==> config.mk <==
export PLATFORM = sky130hd
export DESIGN_NAME = basket_controller
export DESIGN_NICKNAME = d
export VERILOG_FILES = /design/src/rtl/basket_controller.sv
export SDC_FILE = /design/constraint.sdc
export NUM_CORES = 1
export LEC_CHECK = 0
export ABC_CLOCK_PERIOD_IN_PS = 4700
export BUFFER_PORTS_ARGS = -buffer_cell sky130_fd_sc_hd__buf_2
export CAP_MARGIN = 20
export CORE_MARGIN = 2
export CORE_UTILIZATION = 45
export DETAILED_ROUTE_END_ITERATION = 16
export PLACE_DENSITY = 0.66
export SLEW_MARGIN = 20
export SYNTH_ARGS = -nofsm -noshare
export SYNTH_HDL_FRONTEND = slang
export SYNTH_SLANG_ARGS = --single-unit
export TNS_END_PERCENT = 5
==> constraint.sdc <==
create_clock -name CLOCK_50 -period 4.7 [get_ports CLOCK_50]
set_input_delay 0 -clock CLOCK_50 [delete_from_list [all_inputs] [get_ports CLOCK_50]]
set_output_delay 0 -clock CLOCK_50 [all_outputs]
set_load 0.02 [all_outputs]
==> src/rtl/basket_controller.sv <==
// basket_controller
//   Shopping-basket sequencer for the sale terminal. Add requests are searched
//   against a small table one entry per cycle, then merged into a matching
//   entry or appended, and finally folded into a running total price.
//   A registered read port exposes one table entry at a time for display.
//
//   Optional feature macro: BASKET_REMOVE_EN
//     When defined, Remove_Pulse subtracts a quantity from an existing entry.
//     An entry that reaches zero is deleted and later entries are shifted
//     down, one per cycle, in the COMPACT state.
//     When undefined, Remove_Pulse is ignored and no subtract logic exists.
module basket_controller #(
    parameter int MAX_ENTRIES = 8,
    parameter int ID_W        = 4,
    parameter int QTY_W       = 4,
    parameter int TOTAL_W     = 16
) (
    input  logic               CLOCK_50,
    input  logic               RESET_N,
    input  logic               Enable_Pulse,
    input  logic [ID_W-1:0]    ProductID,
    input  logic [QTY_W-1:0]   ProductQuantity,
    input  logic               Clear_Pulse,
    input  logic               Remove_Pulse,
    input  logic [3:0]         Rd_Index,
    output logic [ID_W-1:0]    Rd_ID,
    output logic [QTY_W-1:0]   Rd_Qty,
    output logic [3:0]         EntryCount,
    output logic [TOTAL_W-1:0] TotalPrice,
    output logic               Busy,
    output logic               Ack,
    output logic               Err
);

    localparam logic [2:0] S_IDLE    = 3'd0;
    localparam logic [2:0] S_SEARCH  = 3'd1;
    localparam logic [2:0] S_UPDATE  = 3'd2;
    localparam logic [2:0] S_ACCUM   = 3'd3;
    localparam logic [2:0] S_COMPACT = 3'd4;

    // Largest storable per-entry quantity, one bit wider for sum comparison.
    localparam logic [QTY_W:0] QTY_MAX = {1'b0, {QTY_W{1'b1}}};

    // Unit price table: PRICE(id) = 5*(id+1) for ids 0..11, zero otherwise.
    function automatic logic [TOTAL_W-1:0] price_f(input logic [ID_W-1:0] id);
        logic [TOTAL_W-1:0] p;
        case (id)
            ID_W'(0):  p = TOTAL_W'(5);
            ID_W'(1):  p = TOTAL_W'(10);
            ID_W'(2):  p = TOTAL_W'(15);
            ID_W'(3):  p = TOTAL_W'(20);
            ID_W'(4):  p = TOTAL_W'(25);
            ID_W'(5):  p = TOTAL_W'(30);
            ID_W'(6):  p = TOTAL_W'(35);
            ID_W'(7):  p = TOTAL_W'(40);
            ID_W'(8):  p = TOTAL_W'(45);
            ID_W'(9):  p = TOTAL_W'(50);
            ID_W'(10): p = TOTAL_W'(55);
            ID_W'(11): p = TOTAL_W'(60);
            default:   p = {TOTAL_W{1'b0}};
        endcase
        return p;
    endfunction

    // Basket table
    logic [ID_W-1:0]    tbl_id_r  [MAX_ENTRIES];
    logic [QTY_W-1:0]   tbl_qty_r [MAX_ENTRIES];

    // Control registers and their next values
    logic [2:0]         state_r,   state_n;
    logic [3:0]         idx_r,     idx_n;
    logic [3:0]         count_r,   count_n;
    logic [TOTAL_W-1:0] total_r,   total_n;
    logic [ID_W-1:0]    req_id_r,  req_id_n;
    logic [QTY_W-1:0]   req_qty_r, req_qty_n;
    logic               found_r,   found_n;
    logic               ack_r,     ack_n;
    logic               err_r,     err_n;
    logic               busy_r,    busy_n;
    logic [ID_W-1:0]    rd_id_r;
    logic [QTY_W-1:0]   rd_qty_r;

    // Datapath helpers
    logic [ID_W-1:0]    cur_id_s;
    logic [QTY_W-1:0]   cur_qty_s;
    logic [ID_W-1:0]    rd_id_s;
    logic [QTY_W-1:0]   rd_qty_s;
    logic [QTY_W:0]     sum_s;
    logic [TOTAL_W-1:0] delta_s;
    logic               start_s;
    logic               wr_en_s;
    logic [ID_W-1:0]    wr_id_s;
    logic [QTY_W-1:0]   wr_qty_s;

`ifdef BASKET_REMOVE_EN
    logic               req_rm_r, req_rm_n;
    logic [3:0]         nxt_idx_s;
    logic [ID_W-1:0]    nxt_id_s;
    logic [QTY_W-1:0]   nxt_qty_s;

    assign start_s   = Enable_Pulse | Remove_Pulse;
    assign nxt_idx_s = idx_r + 4'd1;

    // Entry following the current one, source of the compaction shift.
    always_comb begin
        nxt_id_s  = {ID_W{1'b0}};
        nxt_qty_s = {QTY_W{1'b0}};
        for (int e = 0; e < MAX_ENTRIES; e++) begin
            nxt_id_s  = (nxt_idx_s == 4'(e)) ? tbl_id_r[e]  : nxt_id_s;
            nxt_qty_s = (nxt_idx_s == 4'(e)) ? tbl_qty_r[e] : nxt_qty_s;
        end
    end
`else
    logic unused_remove_s;

    assign start_s         = Enable_Pulse;
    assign unused_remove_s = Remove_Pulse;
`endif

    assign sum_s   = {1'b0, cur_qty_s} + {1'b0, req_qty_r};
    assign delta_s = TOTAL_W'(req_qty_r) * price_f(req_id_r);

    // Select the entry under the search/update pointer and the read-port entry.
    always_comb begin
        cur_id_s  = {ID_W{1'b0}};
        cur_qty_s = {QTY_W{1'b0}};
        rd_id_s   = {ID_W{1'b0}};
        rd_qty_s  = {QTY_W{1'b0}};
        for (int e = 0; e < MAX_ENTRIES; e++) begin
            cur_id_s  = (idx_r == 4'(e))    ? tbl_id_r[e]  : cur_id_s;
            cur_qty_s = (idx_r == 4'(e))    ? tbl_qty_r[e] : cur_qty_s;
            rd_id_s   = (Rd_Index == 4'(e)) ? tbl_id_r[e]  : rd_id_s;
            rd_qty_s  = (Rd_Index == 4'(e)) ? tbl_qty_r[e] : rd_qty_s;
        end
    end

    // Sequencer next-state logic; Clear_Pulse overrides every state.
    always_comb begin
        state_n   = state_r;
        idx_n     = idx_r;
        count_n   = count_r;
        total_n   = total_r;
        req_id_n  = req_id_r;
        req_qty_n = req_qty_r;
        found_n   = found_r;
        ack_n     = 1'b0;
        err_n     = 1'b0;
        busy_n    = busy_r;
        wr_en_s   = 1'b0;
        wr_id_s   = cur_id_s;
        wr_qty_s  = cur_qty_s;
`ifdef BASKET_REMOVE_EN
        req_rm_n  = req_rm_r;
`endif
        if (Clear_Pulse) begin
            state_n = S_IDLE;
            idx_n   = 4'd0;
            count_n = 4'd0;
            total_n = {TOTAL_W{1'b0}};
            busy_n  = 1'b0;
        end else begin
            case (state_r)
                S_IDLE: begin
                    if (start_s) begin
                        if ((ProductQuantity == {QTY_W{1'b0}}) || (ProductID >= ID_W'(12))) begin
                            err_n = 1'b1;
                        end else begin
                            req_id_n  = ProductID;
                            req_qty_n = ProductQuantity;
                            idx_n     = 4'd0;
                            state_n   = S_SEARCH;
                            busy_n    = 1'b1;
`ifdef BASKET_REMOVE_EN
                            req_rm_n  = ~Enable_Pulse;
`endif
                        end
                    end else begin
                        state_n = S_IDLE;
                    end
                end
                S_SEARCH: begin
                    if (idx_r == count_r) begin
                        found_n = 1'b0;
                        state_n = S_UPDATE;
                    end else if (cur_id_s == req_id_r) begin
                        found_n = 1'b1;
                        state_n = S_UPDATE;
                    end else begin
                        idx_n = idx_r + 4'd1;
                    end
                end
                S_UPDATE: begin
`ifdef BASKET_REMOVE_EN
                    if (req_rm_r) begin
                        if (!found_r || (req_qty_r > cur_qty_s)) begin
                            err_n   = 1'b1;
                            state_n = S_IDLE;
                            busy_n  = 1'b0;
                        end else if (req_qty_r == cur_qty_s) begin
                            // Last entry is dropped in place; others need shifting.
                            if (idx_r == (count_r - 4'd1)) begin
                                count_n = count_r - 4'd1;
                                state_n = S_ACCUM;
                            end else begin
                                state_n = S_COMPACT;
                            end
                        end else begin
                            wr_en_s  = 1'b1;
                            wr_qty_s = cur_qty_s - req_qty_r;
                            state_n  = S_ACCUM;
                        end
                    end else
`endif
                    begin
                        if (found_r) begin
                            if (sum_s > QTY_MAX) begin
                                err_n   = 1'b1;
                                state_n = S_IDLE;
                                busy_n  = 1'b0;
                            end else begin
                                wr_en_s  = 1'b1;
                                wr_qty_s = sum_s[QTY_W-1:0];
                                state_n  = S_ACCUM;
                            end
                        end else if (count_r == 4'(MAX_ENTRIES)) begin
                            err_n   = 1'b1;
                            state_n = S_IDLE;
                            busy_n  = 1'b0;
                        end else begin
                            wr_en_s  = 1'b1;
                            wr_id_s  = req_id_r;
                            wr_qty_s = req_qty_r;
                            count_n  = count_r + 4'd1;
                            state_n  = S_ACCUM;
                        end
                    end
                end
`ifdef BASKET_REMOVE_EN
                S_COMPACT: begin
                    wr_en_s  = 1'b1;
                    wr_id_s  = nxt_id_s;
                    wr_qty_s = nxt_qty_s;
                    idx_n    = nxt_idx_s;
                    if (nxt_idx_s == (count_r - 4'd1)) begin
                        count_n = count_r - 4'd1;
                        state_n = S_ACCUM;
                    end else begin
                        state_n = S_COMPACT;
                    end
                end
`endif
                S_ACCUM: begin
`ifdef BASKET_REMOVE_EN
                    total_n = req_rm_r ? (total_r - delta_s) : (total_r + delta_s);
`else
                    total_n = total_r + delta_s;
`endif
                    ack_n   = 1'b1;
                    state_n = S_IDLE;
                    busy_n  = 1'b0;
                end
                default: begin
                    state_n = S_IDLE;
                    busy_n  = 1'b0;
                end
            endcase
        end
    end

    // Sequencer state and status output registers.
    always_ff @(posedge CLOCK_50 or negedge RESET_N) begin
        if (!RESET_N) begin
            state_r   <= S_IDLE;
            idx_r     <= 4'd0;
            count_r   <= 4'd0;
            total_r   <= {TOTAL_W{1'b0}};
            req_id_r  <= {ID_W{1'b0}};
            req_qty_r <= {QTY_W{1'b0}};
            found_r   <= 1'b0;
            ack_r     <= 1'b0;
            err_r     <= 1'b0;
            busy_r    <= 1'b0;
`ifdef BASKET_REMOVE_EN
            req_rm_r  <= 1'b0;
`endif
        end else begin
            state_r   <= state_n;
            idx_r     <= idx_n;
            count_r   <= count_n;
            total_r   <= total_n;
            req_id_r  <= req_id_n;
            req_qty_r <= req_qty_n;
            found_r   <= found_n;
            ack_r     <= ack_n;
            err_r     <= err_n;
            busy_r    <= busy_n;
`ifdef BASKET_REMOVE_EN
            req_rm_r  <= req_rm_n;
`endif
        end
    end

    // Table write port, always at the search/update pointer.
    always_ff @(posedge CLOCK_50 or negedge RESET_N) begin
        if (!RESET_N) begin
            for (int e = 0; e < MAX_ENTRIES; e++) begin
                tbl_id_r[e]  <= {ID_W{1'b0}};
                tbl_qty_r[e] <= {QTY_W{1'b0}};
            end
        end else if (wr_en_s) begin
            for (int e = 0; e < MAX_ENTRIES; e++) begin
                if (idx_r == 4'(e)) begin
                    tbl_id_r[e]  <= wr_id_s;
                    tbl_qty_r[e] <= wr_qty_s;
                end
            end
        end
    end

    // Registered read port; indices at or past the entry count read as zero.
    always_ff @(posedge CLOCK_50 or negedge RESET_N) begin
        if (!RESET_N) begin
            rd_id_r  <= {ID_W{1'b0}};
            rd_qty_r <= {QTY_W{1'b0}};
        end else if (Rd_Index < count_r) begin
            rd_id_r  <= rd_id_s;
            rd_qty_r <= rd_qty_s;
        end else begin
            rd_id_r  <= {ID_W{1'b0}};
            rd_qty_r <= {QTY_W{1'b0}};
        end
    end

    assign Rd_ID      = rd_id_r;
    assign Rd_Qty     = rd_qty_r;
    assign EntryCount = count_r;
    assign TotalPrice = total_r;
    assign Busy       = busy_r;
    assign Ack        = ack_r;
    assign Err        = err_r;

endmodule
* Word level (Yosys, flattened, before mapping)
Memory sizes are Yosys's and may differ from the RTL's. Cells that the tools add are included.
Cells by class: $add $sub $neg 4, multipliers 1, order comparisons 3, equal/unequal tests 31, muxes and demuxes 87, bitwise operators 2, reductions and logical operators 23
Operator list (number):
- 2-to-1 mux 4 bit | 52
- equality test 4 x 3 -> 1 bit, second input constant | 8
- 2-to-1 mux 16 bit | 2
- 2-to-1 mux 1 bit | 21
- 2-to-1 mux 3 bit | 6
- AND reduction 2 bit | 9
- adder 16 bit | 1
- equality test 4 x 2 -> 1 bit, second input constant | 4
- multiplier 4 x 16 -> 16 bit | 1
- inequality test 4 bit, second input constant | 4
- zero test 4 bit | 3
- inequality test 3 bit, second input constant | 4
- AND reduction 5 bit | 2
- one-hot mux 3 bit (3 select lines) | 1
- adder 4 x 1 -> 4 bit, second input constant | 2
- equality test 4 x 1 -> 1 bit, second input constant | 2
- equality test 4 bit | 2
- one-hot mux 4 bit (2 select lines) | 1
- equality test 3 x 2 -> 1 bit, second input constant | 2
- inequality test 2 bit, second input constant | 3
- AND reduction 3 bit | 2
- nonzero test 2 bit | 3
- adder 4 x 4 -> 5 bit | 1
- > comparator 5 x 4 -> 1 bit, second input constant | 1
- 12 further kinds | 14
Storage, ports and cells: register bits 111, ROM bits 96, input bits 17, output and inout bits 31, logic and storage cells 180, memories kept 1
Memory list:
- (name not given) | words 16, bits a word 6, rd ports 1, clocked after memory_dff 0, write ports 0, line 47 | case (id)

* Longest topological paths before layout
Gate-level depths: netlist of run 1.
depth after elaboration 16, mapped depth 21, depth with buffers taken out 18

* Worst setup path after synthesis of run 1
No wires, ideal clock.
path type register to register, start register req_id_r[0], end register total_r[15], in the netlist TotalPrice[15], library setup time 0.125 ns, arrival 4.505 ns, data required time 4.575 ns, slack 0.070 ns, cell stages (with the launch flop) 18, buffers on the path 0, path through dfrtp_1 -> inv_1 -> ha_1 -> xnor2_1 -> o21ai_0 -> and2_1 -> fa_1 -> fa_1 -> inv_1 -> fa_1 -> inv_1 -> ha_1 -> o21ai_0 -> a21boi_0 -> o21a_1 -> o2111ai_1 -> a211oi_1 -> mux2_2
On the way: cells in the longest elaborated chain, start to end 5
Ends and longest elaborated chain:
- start, declared | line 74 | logic [ID_W-1:0] req_id_r, req_id_n;
- start signal, assigned | line 277 | req_id_r <= {ID_W{1'b0}};
- start signal, assigned | line 291 | req_id_r <= req_id_n;
- memory read (16 x 6 bit)
- multiplier 4 x 16 -> 16 bit | line 121 | assign delta_s = TOTAL_W'(req_qty_r) * price_f(req_id_r);
- adder 16 bit | line 256 | total_n = total_r + delta_s;
- 2-to-1 mux 16 bit | line 162 | case (state_r)
- 2-to-1 mux 16 bit | line 155 | if (Clear_Pulse) begin
- end signal, assigned | line 276 | total_r <= {TOTAL_W{1'b0}};
- end signal, assigned | line 290 | total_r <= total_n;
- end, declared | line 73 | logic [TOTAL_W-1:0] total_r, total_n;
Every way passes these cells. The select of a mux whose other input is x is not followed. A chain may end at the register's enable or synchronous reset.

* Worst setup path in the final report of run 1
Ends and elaborated chain as after synthesis.

==> metrics.cfg, run 1 <==
[place]
dp_hpwl_um=12900
placed_cell_area_mm2=0.00763
port_buffers=46
place.gp.congestion=0.873

[global_routing]
gr-total-overflow=0
groute.usage.overall_pct=22.0
first_global_vias=5752
antenna_found_initial=0
grt_pass1_wl_um=28900
grt_start_max_net_pins=67

[clocking]
path_clk_slew_ns=0.08
insertion_delay_ns=0.37
cts_buffer_depth=2
cts_tree=yes
clkSinkCount=110
cts_buffers=9
clockRootBuffer=clkbuf_16
htreeDepth=3

[pwr]
leakage_nw=3.81
switching_power_w=0.00135
total_power_w=0.00353
seq_power_share_pct=30.1
intPower_w=0.00218
vdd_drop_max_mv=0.276
p_per_area_mw_per_mm2=432
pwr-share-clk_pct=24.4
switching_share_pct=38.2
combPwrFrac_pct=45.6

[run]
cap_violations=0

[worst_setup_path]
critPathBufInv=4
cp_data_arrival_time_ns=4.77
crit_path_start_kind=register
critPathKind=reg -> reg
critPathMaxFanout=4
cp-end-kind=register
r2r_cells=18
path_delay_family=adder cells
r2r_setup_slack_ns=0.18
cp.depth=18
slowest_delay_ns=0.54
timing.rr.end=TotalPrice[15]
startpoint=req_id_r[0]
critical_path.slowest_cell=fa_1
cp.required_ns=4.96
endpoint=TotalPrice[15]
crit_top_cell=fa_1
reg2reg_from=req_id_r[0]
path_cells=inv_2, ha_4, xnor2_1, o21ai_1, buf_4, and2_1, fa_1, fa_1, inv_1, fa_1, inv_1, ha_1, o21ai_2, a21boi_4, o21a_1, o2111ai_2, a211oi_2, mux2_4

[sta]
period_needed_ns=4.52
worst_pin_slew_ns=0.889
setup_viol=0
finalCritPeriodShare_pct=96.1
hold_viol=0
fmax_mhz=221
rsz0062_at_grt=true
relSlewSlack_pct=40.7
clock_skew_ns=0.00953
slew_viol_final=0

[routing]
drtAntennaViolNets=0
wl_per_cell_um=16.8
routed_wl_um=17600
drt-initial-drc-count=406
avgViaCountPerCell=5.63
drc=0
vias=5867
drt_pass1_iterations=5

[floorplan]
core_area_mm2=0.0153
start_util_pct=46.5
num_rows=45
die_y_um=130
die_area_mm2=0.0168
die_w_um=130
io_pins=48

[synthesis]
synth.most_common_cell=dfrtp_1
ys_seq_area_share_pct=38.7
synth_edf_count=0
synth.largest_area_cell=dfrtp_1
netlist.area_leader.share_pct=38.7
yosys-top-cells-area=dfrtp_1 (39%), ha_1 (6.7%), nand2_1 (5.6%)
ys_seq_elements=110
yosys-top-cells-count=dfrtp_1 (110), nand2_1 (107), o21ai_0 (71)
synthFlopType=dfrtp_1
ys_types=68
netlist_area_mm2=0.00711
syn-num-nets=841
synthCells=770
avgSynthCellArea_um2=9.24
synthArstFlopShare_pct=100
synth_warnings=0

[finish]
nets=898
syn2layout_area_growth_pct=14.7
antenna_cells=0
ff_latch_area_mm2=0.00276
nFillCells=1436
multi_input_area_mm2=0.00405
stdcell_area_mm2=0.00816
drive_gt1_share_pct=19.0

[hold_path]
hold_path_class=in -> reg

[status]
status=finished clean

## stage by stage
| stage | instances | utilization (%) | setup WS (ns) | setup TNS (ns) | hold slack, ns |
|---|---|---|---|---|---|
| after floorplan | 770 | - | 0.0699 | 0 | -0.296 |
| after global placement | 1015 | 49.8 | 0.0116 | 0 | 0.0491 |
| after detailed placement | 1015 | 49.8 | -0.0909 | -0.0994 | 0.0563 |
| after CTS | 1041 | 52.6 | 0.0152 | 0 | 0.0526 |
| after global routing | 1043 | 53.3 | -0.0326 | -0.0511 | 0.0768 |
| final | 1043 | 53.3 | 0.184 | 0 | 0.0680 |
## power by group through the flow
stage               registers, W  clock network (W)  logic, W
floorplan                0.00106                  0   0.00105
global placement         0.00107                  0   0.00137
detailed placement       0.00108                  0   0.00143
CTS                      0.00106           0.000876   0.00145
global route             0.00107           0.000918   0.00182
finish                   0.00106           0.000859   0.00161
## worst reg2reg max path, stage by stage, from the launching register on
cell       delay, ns
dfrtp_2         0.44
inv_2           0.11
ha_4            0.21
xnor2_1         0.13
o21ai_1         0.07
buf_4           0.14
and2_1          0.16
fa_1            0.47
fa_1            0.54
inv_1           0.05
fa_1            0.50
inv_1           0.04
ha_1            0.30
o21ai_2         0.09
a21boi_4        0.16
o21a_1          0.20
o2111ai_2       0.19
a211oi_2        0.28
mux2_4          0.32
## worst min path at each step
| stage | startpoint | end | slack [ns] | depth (start not counted) |
|---|---|---|---|---|
| global route | Enable_Pulse | Busy | 0.08 | 5 |
| finish | Enable_Pulse | Busy | 0.07 | 5 |
| detailed placement | RESET_N | Ack | 0.06 | 1 |
| CTS | Enable_Pulse | Busy | 0.05 | 5 |
| global placement | RESET_N | Ack | 0.05 | 1 |
| floorplan | RESET_N | Ack | -0.30 | 0 |
## cell usage in the layout (no fill, tap or decap), types with 9 or more instances in the layout
cell           synthesis  final
dfrtp_1              110    108
nand2_1              107    107
o21ai_0               71     66
inv_1                 59     57
a21oi_1               52     51
nor2_1                46     46
buf_2                  5     45
ha_1                  38     35
buf_4                  1     29
mux2_2                27     26
mux2i_1               19     19
o21ai_1               13     17
fa_1                  16     16
nor2b_1               15     13
and2_1                13     12
nor3_1                10     10
clkbuf_16              0      9
dlygate4sd3_1          0      9
## registers in the layout (all words and copies together) (netlist names), 2 cells and up
name and flops:
req_qty_r 4, state_r 2, tbl_id_r 32, idx_r 4, Rd_ID 4, EntryCount 4
req_id_r 4, TotalPrice 16, Rd_Qty 4, tbl_qty_r 32
## layer usage
layer  global-route usage (%)  wire (um)  vias up
met1                     30.6       8040     2889
met4                     8.92        429        0
met5                        0          0        -
li1                         -          -     2786
met3                     3.90        899       32
met2                     34.4       8200      160
## final cells by class
class / count / share of cell area, %
Inverter: 59 / 2.71
Tap cell: 211 / 3.24
Sequential cell: 110 / 33.8
Multi-Input combinational cell: 563 / 49.6
Clock buffer: 9 / 2.76
Timing Repair Buffer: 84 / 6.67
Clock inverter: 7 / 1.27
## cells by family (layout without fill, tap and decap cells)
kind of cell	after synthesis	in the layout	share of synthesized area, %
and+or+nand+nor	239	239	15.8
adders and majority gates	54	54	11.2
DFF	110	110	38.7
buffers and inverters	97	159	5.57
AOI/OAI and AO/OA	202	202	17.3
xor gates and xnor gates	13	13	1.71
muxes	55	55	9.69
## what timing repair did
item	4_1_cts	5_1_grt
hold buffers	9	0
resized for setup	1	25
pin swaps	2	11
endpoints found under the setup margin	3	8
setup buffers	1	2
hold endpoints to repair	52	0
No activity file was read; power rests on OpenSTA's default activity.
==> run 2: changes to the inputs <==
Settings changed: BUFFER_PORTS_ARGS -buffer_cell sky130_fd_sc_hd__buf_2 to -buffer_cell sky130_fd_sc_hd__buf_4.
==> run 2 against run 1 <==
Worst setup slack got worse by 0.025 ns. Critical path type unchanged. Utilization grew 0.42 points. Largest cell class unchanged. Power decreased by 2.5%. Largest power group unchanged.
==> metrics.cfg, run 2 (same netlist as run 1, synthesis figures left out) <==
[status]
status=finished clean

[sta]
clock_skew_ns=0.00774  ; -0.00179 ns
setup_viol=0  ; unchanged
rsz0062_at_grt=true
hold_viol=0  ; unchanged
finalCritPeriodShare_pct=96.6  ; +0.53 points
slew_viol_final=0  ; unchanged
relSlewSlack_pct=42.4  ; +1.8 points
period_needed_ns=4.54  ; +0.0248 ns
fmax_mhz=220  ; -0.55%
worst_pin_slew_ns=0.863  ; -0.0263 ns

[routing]
vias=5858  ; -0.15%
drt-initial-drc-count=406  ; unchanged
drtAntennaViolNets=0  ; unchanged
routed_wl_um=17700  ; +0.47%
drc=0  ; unchanged
drt_pass1_iterations=5  ; unchanged
avgViaCountPerCell=5.63  ; about the same
wl_per_cell_um=17.0  ; +0.66%

[finish]
drive_gt1_share_pct=18.4  ; -0.56 points
antenna_cells=0  ; unchanged
layout_commonest_cell=dfrtp_1
layout_common_cells=dfrtp_1 (108), nand2_1 (107), buf_4 (73)
nets=896  ; -0.22%
syn2layout_area_growth_pct=15.6
ff_latch_area_mm2=0.00276  ; unchanged
multi_input_area_mm2=0.00403  ; -0.43%
nFillCells=1422  ; -0.97%
final_util_pct=53.7  ; +0.42 points

[place]
port_buffers=46  ; unchanged
place.gp.congestion=0.894  ; +2.5%
dp_hpwl_um=13000  ; +1.1%

[worst_setup_path]
critPathKind=reg -> reg
r2r_cells=18  ; unchanged
cp-end-kind=register
crit_path_start_kind=register
cp_data_arrival_time_ns=4.79  ; +0.02 ns
r2r_setup_slack_ns=0.16  ; -0.02 ns
critPathMaxFanout=4  ; unchanged
cp.required_ns=4.95  ; about the same
timing.rr.end=TotalPrice[15]
reg2reg_from=req_id_r[0]

[pwr]
total_power_w=0.00344  ; -2.5%
leakage_nw=3.81  ; -0.17%
p_per_area_mw_per_mm2=418  ; -3.2%
vdd_drop_max_mv=0.261  ; -5.6%

[hold_path]
hold_path_class=in -> reg
min_to=TotalPrice[5]
min_from=Clear_Pulse
min_path_cells=2  ; -3

[global_routing]
grt_pass1_wl_um=29200  ; +1.2%
grt_start_max_net_pins=64  ; -4.5%
first_global_vias=5778  ; +0.45%
gr-total-overflow=0  ; unchanged
groute.usage.overall_pct=22.2  ; +0.15 points
antenna_found_initial=0  ; unchanged

[floorplan]
die_w_um=130  ; unchanged
core_area_mm2=0.0153  ; unchanged
die_y_um=130  ; unchanged
start_util_pct=46.5  ; unchanged
num_rows=45  ; unchanged
die_area_mm2=0.0168  ; unchanged
io_pins=48  ; unchanged

[clocking]
clkSinkCount=110  ; unchanged
cts_buffers=9  ; unchanged
path_clk_slew_ns=0.08  ; about the same
cts_tree=yes
htreeDepth=3  ; unchanged
insertion_delay_ns=0.36  ; about the same
cts_buffer_depth=2  ; unchanged
clockRootBuffer=clkbuf_16

[run]
cap_violations=0  ; unchanged

## run 2: cell count changes in the layout (fill, tap and decap cells not counted), sizes merged
cell,change
clkinvlp,-1
clkbuf,+2
bufinv,-1
buf,-2
## run 2: timing repair
action / 4_1_cts / 5_1_grt
resized for setup: 4 / 15
hold endpoints to repair: 70 / 0
pin swaps: 0 / 8
hold buffers: 9 / 0
setup buffers: 0 / 2
setup endpoints to repair: 5 / 40
## run 2: layout make-up
type | count | area share, %
clock inverter | 5 | 0.776
timing repair buffer | 82 | 7.76
tap | 211 | 3.21
sequential | 110 | 33.5
multi-input combinational | 563 | 49.0
inverter | 59 | 2.69
clock buffer | 11 | 3.07
## run 2: worst max-delay path: stages, from the launching register on
cell and delay (ns):
dfrtp_2 0.43, inv_2 0.10, ha_4 0.21, xnor2_1 0.11, o21ai_0 0.08, buf_4 0.14, and2_1 0.16, fa_1 0.48
fa_1 0.54, inv_1 0.05, fa_1 0.49, inv_1 0.05, ha_1 0.30, o21ai_1 0.11, a21boi_2 0.16, o21a_1 0.22
o2111ai_2 0.19, a211oi_2 0.23, mux2_2 0.36
## run 2: layer usage
layer / vias up / GRT usage, % / share of wire (%)
met4: 0 / 9.04 / 2.5
met2: 167 / 35.0 / 47
met3: 27 / 3.28 / 4.8
li1: 2762 / - / -
met1: 2902 / 30.9 / 46
met5: - / 0 / 0
## run 2: report_power, final
part           leakage [nW]  total (W)  internal [W]  switching [W]
combinational          2.14    0.00155      0.000673       0.000882
sequential             1.51    0.00106      0.000988      0.0000746
clock                 0.153   0.000822      0.000448       0.000374
total                  3.81    0.00344       0.00211        0.00133
## run 2: how the worst max path moves through the flow
stage,start,end,slack [ns],cells past startpoint
6_report,req_id_r[0],TotalPrice[15],0.16,18
3_5_place_dp,req_id_r[0],TotalPrice[15],-0.12,18
2_1_floorplan,req_id_r[0],TotalPrice[15],0.07,17
4_1_cts,req_id_r[0],TotalPrice[15],-0.004,18
5_1_grt,req_id_r[0],TotalPrice[15],-0.04,16
3_3_place_gp,req_id_r[0],TotalPrice[15],0.009,18
## run 2: stage by stage
stage	worst slack, ns	instances	TNS [ns]	cell area [um^2]	hold slack (ns)
floorplan	0.0699	770	0	7110	-0.296
global placement	0.00901	1014	0	7740	0.125
detailed placement	-0.116	1014	-0.134	7740	0.129
CTS	-0.00380	1039	-0.00380	8160	0.0232
global route	-0.0429	1041	-0.0697	8220	0.0594
finish	0.159	1041	0	8220	0.0282
